**src/rtl/fpu_dispatch_if.sv**
```systemverilog
// Command/result bus between the FPU register block, the dispatcher and the arithmetic unit.
// The slave view belongs to fpu_dispatch; the master view drives commands and unit responses.
interface fpu_dispatch_if;
    logic        cfg_fpu_val;
    logic [3:0]  cfg_fpu_cmd;
    logic [31:0] cfg_fpu_din1;
    logic [31:0] cfg_fpu_din2;
    logic        fpu_done;
    logic [31:0] fpu_result;
    logic        fpu_busy;
    logic [4:0]  fpu_flags;
    logic        fpu_timeout;
    logic        flag_clr;
    logic        unit_start;
    logic [2:0]  unit_op;
    logic [31:0] unit_opa;
    logic [31:0] unit_opb;
    logic        unit_done;
    logic [31:0] unit_result;
    logic [4:0]  unit_flags;

    modport slave (
        input  cfg_fpu_val, cfg_fpu_cmd, cfg_fpu_din1, cfg_fpu_din2, flag_clr,
        input  unit_done, unit_result, unit_flags,
        output fpu_done, fpu_result, fpu_busy, fpu_flags, fpu_timeout,
        output unit_start, unit_op, unit_opa, unit_opb
    );

    modport master (
        output cfg_fpu_val, cfg_fpu_cmd, cfg_fpu_din1, cfg_fpu_din2, flag_clr,
        output unit_done, unit_result, unit_flags,
        input  fpu_done, fpu_result, fpu_busy, fpu_flags, fpu_timeout,
        input  unit_start, unit_op, unit_opa, unit_opb
    );
endinterface

```
**src/rtl/fpu_dispatch.sv**
```systemverilog
// FPU command sequencer: runs MIN/MAX/SGNJ locally, dispatches arithmetic ops to a
// multi-cycle unit under a watchdog, and returns result plus sticky IEEE flags.
module fpu_dispatch #(
    parameter int unsigned TIMEOUT_CYC = 255,
    parameter int unsigned CNT_W       = 16
) (
    input logic           mclk,
    input logic           rst,
    fpu_dispatch_if.slave bus
);
    typedef enum logic [1:0] {IDLE, ISSUE, WAIT, DONE} state_t;

    localparam logic [3:0]       OP_MIN   = 4'd5;
    localparam logic [3:0]       OP_MAX   = 4'd6;
    localparam logic [3:0]       OP_SGNJ  = 4'd7;
    localparam logic [31:0]      QNAN     = 32'h7FC0_0000;
    localparam logic [CNT_W-1:0] CNT_LAST = CNT_W'(TIMEOUT_CYC - 1);

    state_t           state, state_n;
    logic [2:0]       op_r, op_n;
    logic [31:0]      opa_r, opa_n, opb_r, opb_n;
    logic [31:0]      result_r, result_n;
    logic [4:0]       flags_r, flags_n, flag_upd;
    logic             timeout_r, timeout_n, set_timeout;
    logic [CNT_W-1:0] cnt_r, cnt_n;

    logic [31:0] a, b;
    logic        a_nan, b_nan, a_lt_b;
    logic [31:0] loc_res;
    logic        loc_nv;

    function automatic logic is_nan(input logic [31:0] x);
        return (x[30:23] == 8'hFF) && (x[22:0] != 23'd0);
    endfunction

    function automatic logic is_snan(input logic [31:0] x);
        return is_nan(x) && !x[22];
    endfunction

    assign a     = bus.cfg_fpu_din1;
    assign b     = bus.cfg_fpu_din2;
    assign a_nan = is_nan(a);
    assign b_nan = is_nan(b);

    // Sign-magnitude ordering; differing signs put -0.0 below +0.0 naturally.
    always_comb begin
        if (a[31] != b[31])
            a_lt_b = a[31];
        else if (a[31])
            a_lt_b = a[30:0] > b[30:0];
        else
            a_lt_b = a[30:0] < b[30:0];
    end

    always_comb begin
        loc_res = QNAN;
        loc_nv  = 1'b1;
        case (bus.cfg_fpu_cmd)
            OP_MIN, OP_MAX: begin
                loc_nv = is_snan(a) | is_snan(b);
                if (a_nan && b_nan)
                    loc_res = QNAN;
                else if (a_nan)
                    loc_res = b;
                else if (b_nan)
                    loc_res = a;
                else
                    loc_res = ((bus.cfg_fpu_cmd == OP_MIN) == a_lt_b) ? a : b;
            end
            OP_SGNJ: begin
                loc_nv  = 1'b0;
                loc_res = {b[31], a[30:0]};
            end
            default: ;
        endcase
    end

    always_comb begin
        state_n     = state;
        op_n        = op_r;
        opa_n       = opa_r;
        opb_n       = opb_r;
        result_n    = result_r;
        cnt_n       = cnt_r;
        flag_upd    = '0;
        set_timeout = 1'b0;
        case (state)
            IDLE: begin
                if (bus.cfg_fpu_val) begin
                    op_n  = bus.cfg_fpu_cmd[2:0];
                    opa_n = a;
                    opb_n = b;
                    if (bus.cfg_fpu_cmd < OP_MIN) begin
                        state_n = ISSUE;
                    end else begin
                        result_n = loc_res;
                        flag_upd = {loc_nv, 4'b0000};
                        state_n  = DONE;
                    end
                end
            end
            ISSUE: begin
                cnt_n   = '0;
                state_n = WAIT;
            end
            WAIT: begin
                if (bus.unit_done) begin
                    result_n = bus.unit_result;
                    flag_upd = bus.unit_flags;
                    state_n  = DONE;
                end else if (cnt_r == CNT_LAST) begin
                    result_n    = QNAN;
                    set_timeout = 1'b1;
                    state_n     = DONE;
                end else begin
                    cnt_n = cnt_r + CNT_W'(1);
                end
            end
            DONE:    state_n = IDLE;
            default: state_n = IDLE;
        endcase
        // A same-cycle update re-sets its bits after the clear.
        flags_n   = (bus.flag_clr ? 5'b00000 : flags_r) | flag_upd;
        timeout_n = (bus.flag_clr ? 1'b0 : timeout_r) | set_timeout;
    end

    always_ff @(posedge mclk) begin
        if (rst)
            state <= IDLE;
        else
            state <= state_n;
    end

    always_ff @(posedge mclk) begin
        if (rst) begin
            op_r      <= '0;
            opa_r     <= '0;
            opb_r     <= '0;
            result_r  <= '0;
            flags_r   <= '0;
            timeout_r <= 1'b0;
            cnt_r     <= '0;
        end else begin
            op_r      <= op_n;
            opa_r     <= opa_n;
            opb_r     <= opb_n;
            result_r  <= result_n;
            flags_r   <= flags_n;
            timeout_r <= timeout_n;
            cnt_r     <= cnt_n;
        end
    end

    assign bus.fpu_done    = (state == DONE);
    assign bus.fpu_busy    = (state != IDLE);
    assign bus.unit_start  = (state == ISSUE);
    assign bus.unit_op     = op_r;
    assign bus.unit_opa    = opa_r;
    assign bus.unit_opb    = opb_r;
    assign bus.fpu_result  = result_r;
    assign bus.fpu_flags   = flags_r;
    assign bus.fpu_timeout = timeout_r;
endmodule

```
**src/flat_wrapper.sv**
```systemverilog
// flat-port wrapper written by rule: the top's interface ports become plain ports
module fpu_dispatch_flat 
#(
    parameter int unsigned TIMEOUT_CYC = 255,
    parameter int unsigned CNT_W       = 16
)
  (mclk, rst, bus_cfg_fpu_val, bus_cfg_fpu_cmd, bus_cfg_fpu_din1, bus_cfg_fpu_din2, bus_flag_clr, bus_unit_done, bus_unit_result, bus_unit_flags, bus_fpu_done, bus_fpu_result, bus_fpu_busy, bus_fpu_flags, bus_fpu_timeout, bus_unit_start, bus_unit_op, bus_unit_opa, bus_unit_opb);
  fpu_dispatch_if bus_i ();
  input logic mclk;
  input logic rst;
  input wire logic [$bits(bus_i.cfg_fpu_val)-1:0] bus_cfg_fpu_val;
  input wire logic [$bits(bus_i.cfg_fpu_cmd)-1:0] bus_cfg_fpu_cmd;
  input wire logic [$bits(bus_i.cfg_fpu_din1)-1:0] bus_cfg_fpu_din1;
  input wire logic [$bits(bus_i.cfg_fpu_din2)-1:0] bus_cfg_fpu_din2;
  input wire logic [$bits(bus_i.flag_clr)-1:0] bus_flag_clr;
  input wire logic [$bits(bus_i.unit_done)-1:0] bus_unit_done;
  input wire logic [$bits(bus_i.unit_result)-1:0] bus_unit_result;
  input wire logic [$bits(bus_i.unit_flags)-1:0] bus_unit_flags;
  output wire logic [$bits(bus_i.fpu_done)-1:0] bus_fpu_done;
  output wire logic [$bits(bus_i.fpu_result)-1:0] bus_fpu_result;
  output wire logic [$bits(bus_i.fpu_busy)-1:0] bus_fpu_busy;
  output wire logic [$bits(bus_i.fpu_flags)-1:0] bus_fpu_flags;
  output wire logic [$bits(bus_i.fpu_timeout)-1:0] bus_fpu_timeout;
  output wire logic [$bits(bus_i.unit_start)-1:0] bus_unit_start;
  output wire logic [$bits(bus_i.unit_op)-1:0] bus_unit_op;
  output wire logic [$bits(bus_i.unit_opa)-1:0] bus_unit_opa;
  output wire logic [$bits(bus_i.unit_opb)-1:0] bus_unit_opb;
  assign bus_i.cfg_fpu_val = bus_cfg_fpu_val;
  assign bus_i.cfg_fpu_cmd = bus_cfg_fpu_cmd;
  assign bus_i.cfg_fpu_din1 = bus_cfg_fpu_din1;
  assign bus_i.cfg_fpu_din2 = bus_cfg_fpu_din2;
  assign bus_i.flag_clr = bus_flag_clr;
  assign bus_i.unit_done = bus_unit_done;
  assign bus_i.unit_result = bus_unit_result;
  assign bus_i.unit_flags = bus_unit_flags;
  assign bus_fpu_done = bus_i.fpu_done;
  assign bus_fpu_result = bus_i.fpu_result;
  assign bus_fpu_busy = bus_i.fpu_busy;
  assign bus_fpu_flags = bus_i.fpu_flags;
  assign bus_fpu_timeout = bus_i.fpu_timeout;
  assign bus_unit_start = bus_i.unit_start;
  assign bus_unit_op = bus_i.unit_op;
  assign bus_unit_opa = bus_i.unit_opa;
  assign bus_unit_opb = bus_i.unit_opb;
  fpu_dispatch #(.TIMEOUT_CYC(TIMEOUT_CYC), .CNT_W(CNT_W)) u_core (.mclk(mclk), .rst(rst), .bus(bus_i));
endmodule
```
**config.mk**
```make
export PLATFORM = sky130hd
export DESIGN_NAME = fpu_dispatch_flat
export DESIGN_NICKNAME = d
export VERILOG_FILES = /design/src/rtl/fpu_dispatch_if.sv /design/src/rtl/fpu_dispatch.sv /design/src/flat_wrapper.sv
export SDC_FILE = /design/constraint.sdc
export NUM_CORES = 1
export LEC_CHECK = 0
export ABC_AREA = 1
export BUFFER_PORTS_ARGS = -buffer_cell sky130_fd_sc_hd__buf_4
export CAP_MARGIN = 20
export CORE_MARGIN = 5
export CORE_UTILIZATION = 45
export CTS_CLUSTER_SIZE = 40
export DETAILED_ROUTE_END_ITERATION = 7
export GPL_TIMING_DRIVEN = 0
export PLACE_DENSITY = 0.72
export SLEW_MARGIN = 25
export SYNTH_ARGS = -nofsm -noshare
export SYNTH_HDL_FRONTEND = slang
export SYNTH_SLANG_ARGS = --single-unit
export TNS_END_PERCENT = 100
```
**constraint.sdc**
```tcl
create_clock -name mclk -period 2.23 [get_ports mclk]
set_input_delay 0.1115 -clock mclk [delete_from_list [all_inputs] [get_ports mclk]]
set_output_delay 0.1115 -clock mclk [all_outputs]
set_load 0.01 [all_outputs]
```
After elaboration in Yosys (flattened, before gate mapping)
Index checks and enable logic that the tools add are counted.

Add/subtract/negate cells: 1. $lt $le $gt $ge: 3. Eq/ne operators: 16. Mux-type cells: 30. Bitwise logic cells: 3. Reductions and logical operators: 18.

Operators with widths (count): 2-to-1 mux 32 bit (8); one-hot mux 32 bit (2 select lines) (2); nonzero test 23 bit (2); 2-to-1 mux 16 bit (2); one-hot mux 16 bit (2 select lines) (1); > comparator 31 bit (1); less-than comparator 31 bit (1); 2-to-1 mux 5 bit (4); adder 16 x 1 -> 16 bit (second input constant) (1); equality test 16 x 8 -> 1 bit (second input constant) (1); equality test 8 bit (second input constant) (2); equality test 4 x 3 -> 1 bit (second input constant) (3); one-hot mux 5 bit (2 select lines) (1); 2-to-1 mux 2 bit (4); != test 2 bit (second input constant) (4); one-hot mux 2 bit (4 select lines) (1); 2-to-1 mux 1 bit (6); nonzero test 2 bit (3); logical AND 1 bit (5); bitwise OR 5 bit (1); equality test 2 bit (second input constant) (2); less-than comparator 4 x 3 -> 1 bit (second input constant) (1); AND reduction 2 bit (2); AND reduction 4 bit (1); other kinds (10) (12).

Register bits after elaboration: 123. Input bits: 110. Output and inout bits: 108. Logic and storage cells: 79.

Logic depth before layout (Yosys ltp)
Word-level depth: 12. Depth in mapped cells: 23. Gate-level depth less buffers: 22.

Least setup slack after synthesis
Ideal clock, no wire load.

Path kind: reg-to-reg. Start point: register u_core.state[0]. End point: register u_core.cnt_r[12]. Library setup time: 0.116 ns. Data arrival time: 1.803 ns. Data required time: 2.114 ns. Slack: 0.311 ns. Cell stages (with the launch flop): 16. Buffers on the path: 0. Period minus slack after synthesis: 1.919 ns. Cell sequence: dfxtp_1 -> inv_1 -> ha_1 -> inv_2 -> nor2_1 -> nand2_2 -> nand2_2 -> nand2_1 -> nor2_2 -> nand3_1 -> nor2_2 -> nand2_1 -> nor2_1 -> nand4_1 -> nand2_1 -> a21oi_1.

Cells in the longest elaborated chain, start to end: 3. Elaborated cells on any way between the ends: 7. Those cells by class: 4 x eq/ne; 1 x mux; 2 x reduce/logical.

Ends and longest elaborated chain: start: declaration (RTL line fpu_dispatch.sv:19) `state_t state, state_n;`; start signal: assignment (RTL line fpu_dispatch.sv:131) `state <= state_n;`; equality test 2 bit / equality test 2 x 1 -> 1 bit (equally long branches) (RTL line fpu_dispatch.sv:87) `case (state)`; != test 2 bit (no line) / nonzero test 2 bit (equally long branches); AND reduction 3 bit (no line); end signal: assignment (RTL line fpu_dispatch.sv:150) `cnt_r <= cnt_n;`; end: declaration (RTL line fpu_dispatch.sv:25) `logic [CNT_W-1:0] cnt_r, cnt_n;`.

Several ways; a longest one is shown, not always the timed one. A chain may end at the register's enable or synchronous reset.

Worst setup path after layout
Start point: register u_core.cnt_r[0]. End point: register u_core.result_r[1] (netlist: u_core.bus.fpu_result[1]).

Cells in the longest elaborated chain, start to end: 3.

Ends and longest elaborated chain: equality test 16 x 8 -> 1 bit (RTL line fpu_dispatch.sv:111) `end else if (cnt_r == CNT_LAST) begin`; != test 3 x 2 -> 1 bit (no line); AND reduction 4 bit (no line); end signal: assignment (RTL line fpu_dispatch.sv:147) `result_r <= result_n;`; end: declaration (RTL line fpu_dispatch.sv:22) `logic [31:0] result_r, result_n;`.

Every way passes these cells.

==> results.py <==
metrics = {
    "detailed_routing": {
        "drt_wl_total_um": 25800,
        "ant_nets": 0,
        "num_vias": 8039,
        "drc": 0,
        "first_iter_violations": 531,
        "via_per_inst": 5.37,
        "drt-pass1-iter-count": 5,
        "wl_per_cell_um": 17.3,
    },
    "clocking": {
        "cts.path.max_buffers": 2,
        "numCtsBuffers": 17,
        "cts_tree": "yes",
        "h-tree-depth": 4,
        "clock_latency_ns": 0.42,
        "root_buffer": "clkbuf_16",
        "cts.sinks": 123,
        "clk_pin_slew_ns": 0.06,
    },
    "placed_design": {
        "hpwl_um": 18800,
        "io_buffers": 217,
        "pre_cts_ws_ns": -0.259,
        "gp_congestion": 0.931,
    },
    "cells_and_area": {
        "fill_cells": 1282,
        "drive_gt1_share_pct": 28.1,
        "layout_commonest_cell": "buf_4",
        "syn_to_final_growth_pct": 50.4,
        "antenna_cells": 0,
        "nets": 1444,
        "layout_common_cells": "buf_4, nand2_1, a21oi_1",
    },
    "sta": {
        "min_period_over_period_pct": 97.5,
        "fin_ws_ns": 0.0567,
        "setup_tns_ns": 0,
        "fmaxAchievable_ghz": 0.460,
        "finClkSkew_ns": 0.00601,
        "setup_violations": 0,
        "final-hold-violation-count": 0,
        "worstMarginPinSlew_ns": 0.657,
        "worst_slew_margin_rel_pct": 56.2,
        "fin_crit_ns": 2.17,
        "slew_viol_final": 0,
    },
    "floorplanning": {
        "ios": 218,
        "die_y_um": 133,
        "row_count": 45,
        "die_w_um": 133,
        "dieArea_mm2": 0.0177,
        "core_mm2": 0.0150,
        "initial_core_util_pct": 45.3,
    },
    "pwr": {
        "vdd_drop_max_mv": 0.560,
        "p_leak_nw": 4.84,
        "p_per_area_mw_per_mm2": 1030,
    },
    "setup_path": {
        "cp-end-kind": "flip-flop",
        "slowest_delay_ns": 0.32,
        "path_buf_inv": 2,
        "cp.required_ns": 2.54,
        "reg2reg_from": "u_core.cnt_r[0]",
        "cp_top_family": "compound AO/OA/AOI/OAI gates",
        "critPathKind": "flip-flop to flip-flop",
        "worst-path-stages": 12,
        "cp_slowest_cell": "dfxtp_1",
        "arrival_ns": 2.48,
        "cp-start-kind": "flip-flop",
        "r2r_slack_ns": 0.06,
        "worstSetupStartpoint": "u_core.cnt_r[0]",
        "r2r_cells": 12,
        "cp_cell_sequence": "inv_2 > ha_2 > nand3_2 > nor4_4 > nand3_2 > nand2_4 > o21ai_4 > a21oi_2 > o21ai_4 > buf_2 > a21oi_1 > a21oi_2",
        "path_max_fanout": 10,
    },
    "worst_hold_path": {
        "hold_path_class": "primary input to flip-flop",
        "hold_depth": 3,
        "worstHoldStart": "bus_cfg_fpu_din1[26]",
    },
    "logic_synthesis": {
        "ys_seq_area_share_pct": 36.2,
        "synth_nets": 1126,
        "synth.yosys.warnings": 0,
        "synthFlopType": "dfxtp_1",
        "syn-instance-count": 979,
        "synth_edf_count": 0,
        "synth_seq_cells": 123,
        "async_flop_share_pct": 0,
        "synth.distinct_cells": 37,
        "netlist_area_mm2": 0.00680,
        "syn_avg_cell_area_um2": 6.95,
    },
    "global_routing": {
        "grt_usage_pct": 28.1,
        "antenna_found_initial": 0,
        "grt_overflow_total": 0,
        "grt_max_degree": 17,
        "grt_pass1_vias": 7822,
        "grt_pass1_wl_um": 39800,
    },
    "outcome": {
        "outcome": "finished clean",
    },
    "flow_run": {
        "cap_violations": 0,
    },
}
[flip-flops by register name, summed over array words and instances, names as in the netlist]
register	count
u_core.bus.fpu_result	32
u_core.state	2
u_core.bus.unit_opa	32
u_core.bus.fpu_flags	5
u_core.bus.unit_op	3
u_core.cnt_r	16
u_core.bus.unit_opb	32
u_core.bus.fpu_timeout	1
[layer usage]
| metal | global-route usage, % | part of all wire (%) | up-vias |
|---|---|---|---|
| met3 | 7.95 | 8.5 | 75 |
| li1 | - | - | 3907 |
| met5 | 0 | 0 | - |
| met2 | 46.0 | 46 | 378 |
| met1 | 34.1 | 41 | 3679 |
| met4 | 13.2 | 4.1 | 0 |
[worst paths after layout]
kind,end
worst max register to register,u_core.bus.fpu_result[1]
worst min-delay path,u_core.bus.unit_opa[26]
worst min register to register,u_core.bus.fpu_timeout
worst max-delay path,u_core.bus.fpu_result[1]
[repair_timing]
action                     in CTS  in global routing
cloned                          0                  1
setup endpoints to repair      23                 86
gates resized for setup         6                 53
setup buffers                   0                  9
hold endpoints to repair       71                  1
hold buffers                   71                  1
pin swaps                       0                  5
[tightest hold or removal path: cells and delay by family]
family                 cells  cell delay [ns]
buffers and inverters      2             0.16
AO/OA/AOI/OAI              1             0.11
[metrics by stage]
| step | cell area (µm²) | power (mW) | cells | hold slack, ns | util, % |
|---|---|---|---|---|---|
| 2_1_floorplan | 6800 | 5.35 | 979 | 0.251 | - |
| 3_3_place_gp | 8670 | 7.15 | 1384 | 0.367 | 57.7 |
| 3_5_place_dp | 8670 | 7.21 | 1384 | 0.379 | 57.7 |
| 4_1_cts | 10000 | 10.2 | 1485 | 0.000597 | 66.5 |
| 5_1_grt | 10200 | 11.2 | 1496 | 0.00624 | 68.1 |
| 6_report | 10200 | 10.6 | 1496 | 0.00523 | 68.1 |
[synth_stat cells, types with 2 or more instances]
| cell type | number | share of area, % |
|---|---|---|
| o21ai_2 | 2 | 0.26 |
| nor3_1 | 4 | 0.29 |
| a21oi_2 | 31 | 4.0 |
| dfxtp_1 | 123 | 36 |
| nand3_1 | 71 | 5.2 |
| clkbuf_1 | 35 | 1.9 |
| inv_2 | 22 | 1.2 |
| clkinv_1 | 4 | 0.22 |
| inv_1 | 85 | 4.7 |
| ha_1 | 37 | 6.8 |
| and3_1 | 2 | 0.18 |
| nand4_1 | 17 | 1.6 |
| a211oi_1 | 3 | 0.33 |
| a21oi_1 | 128 | 9.4 |
| nand2_2 | 8 | 0.74 |
| nor2_2 | 6 | 0.55 |
| buf_2 | 9 | 0.66 |
| buf_1 | 3 | 0.17 |
| nor4_1 | 6 | 0.55 |
| a21o_1 | 2 | 0.22 |
| nand2_1 | 213 | 12 |
| o21ai_0 | 100 | 7.4 |
| nand3_2 | 4 | 0.59 |
| nor2_1 | 49 | 2.7 |
| buf_6 | 3 | 0.50 |
[where the power goes]
| group | switching [mW] | total, mW | internal [mW] | leakage [nW] |
|---|---|---|---|---|
| logic | 2.58 | 4.53 | 1.95 | 3.54 |
| registers | 0.344 | 3.18 | 2.83 | 1.01 |
| clock network | 1.01 | 2.87 | 1.86 | 0.292 |
[layout make-up]
class	count	area, µm²	share of cell area (%)
buffer	50	255	2.49
inverter	111	422	4.12
sequential	123	2460	24.1
clock inverter	6	111	1.09
tap	188	235	2.30
multi-input combinational	695	3810	37.2
clock buffer	24	492	4.81
timing repair buffer	299	2440	23.9
[cell families after synthesis]
kind of cell    count (synthesis)  synth area share [%]
compound gates                269                  21.9
buf+inv                       161                  9.38
simple gates                  387                  25.4
xor+xnor                        1                 0.129
fa+ha+maj                      38                  6.95
flops                         123                  36.2
No activity file was read; power rests on OpenSTA's default activity.
